File: config.mk
export PLATFORM = sky130hd
export DESIGN_NAME = usb3_tp_arbiter
export DESIGN_NICKNAME = d
export VERILOG_FILES = /design/src/rtl/usb3_tp_arbiter.sv
export SDC_FILE = /design/constraint.sdc
export NUM_CORES = 1
export LEC_CHECK = 0
export ABC_AREA = 0
export BUFFER_PORTS_ARGS = -buffer_cell sky130_fd_sc_hd__buf_2
export CAP_MARGIN = 20
export CORE_UTILIZATION = 35
export DETAILED_ROUTE_END_ITERATION = 6
export GPL_ROUTABILITY_DRIVEN = 0
export GPL_TIMING_DRIVEN = 0
export PLACE_DENSITY = 0.66
export SLEW_MARGIN = 20
export SYNTH_ARGS = -nofsm -noshare
export SYNTH_HDL_FRONTEND = slang
export SYNTH_SLANG_ARGS = --single-unit
export TNS_END_PERCENT = 50
File: constraint.sdc
create_clock -name local_clk -period 4.5 [get_ports local_clk]
set_clock_uncertainty 0.05 [all_clocks]
set_input_delay 0.225 -clock local_clk [delete_from_list [all_inputs] [get_ports local_clk]]
set_output_delay 0.225 -clock local_clk [all_outputs]
set_load 0.005 [all_outputs]
File: src/rtl/usb3_tp_arbiter.sv
`default_nettype none
// ============================================================================
// Module      : usb3_tp_arbiter
// Description : Shares the link layer's transaction-packet transmit port
//               between three protocol-layer requesters. Requester 0 (ACK
//               responder) has strict priority. Requesters 1 (status) and
//               2 (flow control) alternate round-robin. Each launch waits
//               for completion, or for a timeout, and is followed by an
//               inter-packet gap before the next grant.
// Revision    : 1.0 - initial release
// ============================================================================
module usb3_tp_arbiter #(
    parameter int MIN_GAP = 2,     // idle cycles after each TP, 0..255
    parameter int TIMEOUT = 512    // completion wait limit, 1..65535
) (
    input  logic         local_clk,
    input  logic         reset,
    input  logic [4:0]   ltssm_state,
    input  logic [2:0]   req_valid,
    input  logic [107:0] req_tp,
    output logic [2:0]   req_ack,
    output logic         tx_tp,
    output logic         tx_tp_retry,
    output logic         tx_tp_dir,
    output logic [3:0]   tx_tp_subtype,
    output logic [3:0]   tx_tp_endp,
    output logic [4:0]   tx_tp_nump,
    output logic [4:0]   tx_tp_seq,
    output logic [15:0]  tx_tp_stream,
    input  logic         tx_tp_done,
    output logic         busy,
    output logic         err_timeout
);

    // LTSSM encoding of U0, matching LT_U0 in usb3_const.vh
    localparam logic [4:0]  c_LT_U0        = 5'd16;

    localparam logic [1:0]  c_ST_IDLE      = 2'd0;
    localparam logic [1:0]  c_ST_WAIT_DONE = 2'd1;
    localparam logic [1:0]  c_ST_GAP       = 2'd2;

    // Timer value on the last permitted completion-wait cycle
    localparam logic [15:0] c_TIMEOUT_LAST = 16'(TIMEOUT - 1);
    // Gap counter value on the last GAP cycle; MIN_GAP = 0 still spends one
    // cycle in GAP because the exit is taken on the next edge
    localparam logic [7:0]  c_GAP_LAST     = (MIN_GAP == 0) ? 8'd0 : 8'(MIN_GAP - 1);

    logic [1:0]  r_state;
    logic [1:0]  w_state_next;
    logic        r_rr;
    logic [15:0] r_timer;
    logic [7:0]  r_gap_cnt;
    logic        r_err;
    logic [2:0]  r_req_ack;
    logic        r_tx_tp;
    logic [35:0] r_fields;

    logic        w_u0;
    logic [2:0]  w_grant_vec;
    logic        w_grant;
    logic [35:0] w_grant_tp;
    logic        w_timeout_hit;
    logic        w_enter_gap;

    assign w_u0          = (ltssm_state == c_LT_U0);
    assign w_grant       = |w_grant_vec;
    assign w_timeout_hit = (r_state == c_ST_WAIT_DONE) && (r_timer == c_TIMEOUT_LAST);
    assign w_enter_gap   = (r_state == c_ST_WAIT_DONE) && (w_state_next == c_ST_GAP);

    // State register
    always_ff @(posedge local_clk) begin
        if (reset) begin
            r_state <= c_ST_IDLE;
        end else begin
            r_state <= w_state_next;
        end
    end

    // Next-state logic: done beats timeout, timeout beats link-state exit
    always_comb begin
        w_state_next = r_state;
        case (r_state)
            c_ST_IDLE: begin
                if (w_grant) begin
                    w_state_next = c_ST_WAIT_DONE;
                end
            end
            c_ST_WAIT_DONE: begin
                if (tx_tp_done || w_timeout_hit || !w_u0) begin
                    w_state_next = c_ST_GAP;
                end
            end
            c_ST_GAP: begin
                if (r_gap_cnt == c_GAP_LAST) begin
                    w_state_next = c_ST_IDLE;
                end
            end
            default: begin
                w_state_next = c_ST_IDLE;
            end
        endcase
    end

    // Output/arbitration logic: pick the winner in IDLE and select its fields
    always_comb begin
        w_grant_vec = 3'b000;
        w_grant_tp  = 36'd0;
        if ((r_state == c_ST_IDLE) && w_u0) begin
            if (req_valid[0]) begin
                w_grant_vec = 3'b001;
            end else if (req_valid[1] && req_valid[2]) begin
                w_grant_vec = r_rr ? 3'b100 : 3'b010;
            end else if (req_valid[1]) begin
                w_grant_vec = 3'b010;
            end else if (req_valid[2]) begin
                w_grant_vec = 3'b100;
            end
        end
        case (w_grant_vec)
            3'b001:  w_grant_tp = req_tp[35:0];
            3'b010:  w_grant_tp = req_tp[71:36];
            3'b100:  w_grant_tp = req_tp[107:72];
            default: w_grant_tp = 36'd0;
        endcase
    end

    // Grant side: ack/launch pulses, field latch and round-robin pointer
    always_ff @(posedge local_clk) begin
        if (reset) begin
            r_req_ack <= 3'b000;
            r_tx_tp   <= 1'b0;
            r_fields  <= 36'd0;
            r_rr      <= 1'b0;
        end else begin
            r_req_ack <= w_grant_vec;
            r_tx_tp   <= w_grant;
            if (w_grant) begin
                r_fields <= w_grant_tp;
                if (w_grant_vec[1]) begin
                    r_rr <= 1'b1;
                end else if (w_grant_vec[2]) begin
                    r_rr <= 1'b0;
                end
            end
        end
    end

    // Completion timer, gap counter and sticky timeout flag
    always_ff @(posedge local_clk) begin
        if (reset) begin
            r_timer   <= 16'd0;
            r_gap_cnt <= 8'd0;
            r_err     <= 1'b0;
        end else begin
            if (w_grant) begin
                r_timer <= 16'd0;
            end else if ((r_state == c_ST_WAIT_DONE) && (r_timer != 16'hFFFF)) begin
                r_timer <= r_timer + 16'd1;
            end

            if (w_enter_gap) begin
                r_gap_cnt <= 8'd0;
                if (!tx_tp_done && w_timeout_hit) begin
                    r_err <= 1'b1;
                end
            end else if ((r_state == c_ST_GAP) && (r_gap_cnt != 8'hFF)) begin
                r_gap_cnt <= r_gap_cnt + 8'd1;
            end
        end
    end

    assign req_ack       = r_req_ack;
    assign tx_tp         = r_tx_tp;
    assign tx_tp_retry   = r_fields[35];
    assign tx_tp_dir     = r_fields[34];
    assign tx_tp_subtype = r_fields[33:30];
    assign tx_tp_endp    = r_fields[29:26];
    assign tx_tp_nump    = r_fields[25:21];
    assign tx_tp_seq     = r_fields[20:16];
    assign tx_tp_stream  = r_fields[15:0];
    assign busy          = (r_state != c_ST_IDLE);
    assign err_timeout   = r_err;

endmodule
`default_nettype wire
==> impl_metrics.py <==
metrics = {
    "floorplan": {
        "die_area_sq_um": 9240,
        "initial_utilization": 0.370,
        "die_x_um": 96.1,
        "coreArea_sq_um": 8380,
        "die_h_um": 96.1,
        "io_pins": 161,
        "rows": 33,
    },
    "cells_and_area": {
        "final-seq-area_sq_um": 1360,
        "multi_input_area_sq_um": 1630,
        "nets": 641,
        "syn_to_final_growth_pct": 36.9,
        "drive_gt1_frac": 0.358,
        "fillers": 837,
        "num_antenna_cells": 0,
        "stdcell_count": 628,
    },
    "route": {
        "firstDrtPassIters": 7,
        "vias_per_cell": 5.52,
        "routedWlPerCell_um": 15.2,
        "first_iter_violations": 260,
        "drc": 17,
        "ant_nets": 0,
        "drt_wl_total_mm": 9.53,
        "vias": 3469,
    },
    "status": {
        "status": "finished with violations",
        "violations": "design-rule violations",
    },
    "synth": {
        "syn_avg_cell_area_sq_um": 8.91,
        "synth_cells": 348,
        "async_reset_ff_frac": 0,
        "synthesis.area_sq_um": 3100,
        "synth_edf_count": 0,
        "ys_ff_latch": 68,
        "syn_nets": 470,
        "yosysSeqAreaShare": 0.439,
        "ys_warn_count": 0,
        "yosys_most_used_dff": "dfxtp_1",
        "ys_types": 46,
    },
    "sta": {
        "max_freq_mhz": 448,
        "tightest_slew_ns": 0.806,
        "post-route-period-util": 0.496,
        "period_minus_slack_ns": 2.23,
        "setup_viol": 0,
        "slew_headroom": 0.457,
        "setup_tns_ns": 0,
        "slew_violations": 0,
        "hold_violations": 0,
        "fin_hold_ws_ns": 0.106,
        "grt_setup_unrepaired": "false",
    },
    "clock_tree": {
        "cts_buffers": 9,
        "clock-sinks": 68,
        "cts.repair.resized": 0,
        "clock_latency_ns": 0.33,
        "path_clk_slew_ns": 0.08,
        "clock-root-buffer": "clkbuf_8",
        "ctsHoldBuffers": 0,
        "cts_tree": "done",
        "post_cts_buffers": 0,
        "cts_buffer_depth": 2,
        "htree_num_levels": 3,
    },
    "global_route": {
        "antenna_found_initial": 0,
        "overflow": 0,
        "grt_pass1_wl_mm": 14.0,
        "grt_pass1_vias": 2904,
        "grt_start_max_net_pins": 13,
        "grtUsageTotal": 0.197,
    },
    "worst_setup_path": {
        "timing_worst_setup_path_type": "reg2reg",
        "rr_worst_depth": 5,
        "crit_path_end_kind": "register",
        "r2r_start": "r_timer[0]",
        "startpoint": "r_timer[0]",
        "critPathMaxFanout": 10,
        "start_kind": "register",
        "required_ns": 4.65,
        "worstPathArrival_ns": 2.38,
    },
    "placed_design": {
        "hpwl_mm": 7.24,
        "dpl.cell_count": 613,
        "io_buffers": 160,
    },
    "hold_path": {
        "hp-class": "in2reg",
        "hold_depth": 2,
        "hold_start": "reset",
    },
    "power_and_ir_drop": {
        "fin_total_pwr_w": 0.00128,
        "ir_drop_uv": 150,
        "p_leak_nw": 1.80,
        "power_density_nw_per_um2": 303,
    },
    "flow_run": {
        "drv_cap": 0,
    },
}
[flip-flops by register name, indices dropped and copies added (netlist names)]
register     flops
r_gap_cnt        8
r_state          2
tx_tp            1
r_timer         16
r_rr             1
r_fields        36
err_timeout      1
req_ack          3
[routing by layer]
| layer | up-vias | part of all wire | GRT usage |
|---|---|---|---|
| met5 | - | 0 | 0 |
| met4 | 0 | 0.013 | 0.0759 |
| met3 | 11 | 0.057 | 0.0348 |
| met2 | 129 | 0.48 | 0.304 |
| met1 | 1628 | 0.45 | 0.272 |
| li1 | 1701 | - | - |
[worst paths after layout]
check,to,slack [ns]
worst max-delay path,r_timer[1],2.27
worst min-delay path,r_state[1],0.11
worst max register to register,r_timer[1],2.27
worst min register to register,r_fields[8],0.40
[area by class of cell]
cell class | instances | area share
Inverter | 6 | 0.00531
Clock buffer | 9 | 0.0292
Tap cell | 105 | 0.0310
Buffer | 23 | 0.0209
Clock inverter | 6 | 0.0209
Sequential cell | 68 | 0.321
Timing Repair Buffer | 160 | 0.189
Multi-Input combinational cell | 251 | 0.383
[cells in the mapped netlist (2+ instances only)]
master    number  share of area
a211oi_1       2         0.0048
a21oi_1       14          0.023
a222oi_1      36           0.12
and3_1         5          0.010
buf_2          2         0.0032
clkbuf_1      21          0.025
dfxtp_1       68           0.44
ha_1           3          0.012
inv_1          6         0.0073
nand2_1       43          0.052
nand2b_1       4         0.0081
nand3_1        9          0.015
nand3b_1       3         0.0073
nand4_1        5          0.010
nor2_1        19          0.023
nor2b_1        4         0.0081
nor3_1         3         0.0048
nor4_1         3         0.0061
o211ai_1       3         0.0073
o21ai_0       42          0.068
o31ai_1        5          0.012
o41ai_1        3         0.0085
or3_1          8          0.016
or4_1          6          0.015
or4b_1         2         0.0065
or4b_2         3         0.0097
xnor2_1        2         0.0057
xor2_1         6          0.017
[kinds of logic (layout without fill, tap and decap cells)]
kind of cell	Yosys count	after routing	synth area share
AO/OA/AOI/OAI	114	114	0.269
AND/OR/NAND/NOR	125	125	0.218
adder cells (fa/ha/maj)	3	3	0.0121
XOR/XNOR	8	8	0.0226
flip-flops	68	68	0.439
multiplexers	1	1	0.00323
buffers and inverters	29	204	0.0359
[metrics by stage]
stage,instance area [sq um],worst slack (ns),utilization
floorplan,3100,2.54,-
finish,4240,2.27,0.506
global placement,4030,2.20,0.481
detailed placement,4030,2.21,0.481
CTS,4240,2.32,0.506
global route,4240,2.14,0.506
[placed cells by master, fill, tap and decap left out, types with 8 or more instances in the layout]
cell | synthesis | layout
a21oi_1 | 14 | 14
clkbuf_8 | 0 | 9
nand3_1 | 9 | 9
dfxtp_1 | 68 | 68
buf_2 | 2 | 162
a222oi_1 | 36 | 36
clkbuf_1 | 21 | 21
nor2_1 | 19 | 19
nand2_1 | 43 | 43
o21ai_0 | 42 | 42
or3_1 | 8 | 8
[critical path, cell delays in order, from the launching register on]
cell	delay (ns)
dfxtp_1	0.40
ha_1	0.20
nand3_1	0.27
o41ai_2	0.86
mux2i_1	0.27
nor2_1	0.05
[power breakdown]
| group | internal [W] | switching, W |
|---|---|---|
| logic | 0.0000649 | 0.0000619 |
| registers | 0.000605 | 0.00000224 |
| clock network | 0.000310 | 0.000241 |
| total | 0.000980 | 0.000305 |
Note: power is estimated with default switching activity, not from simulation.
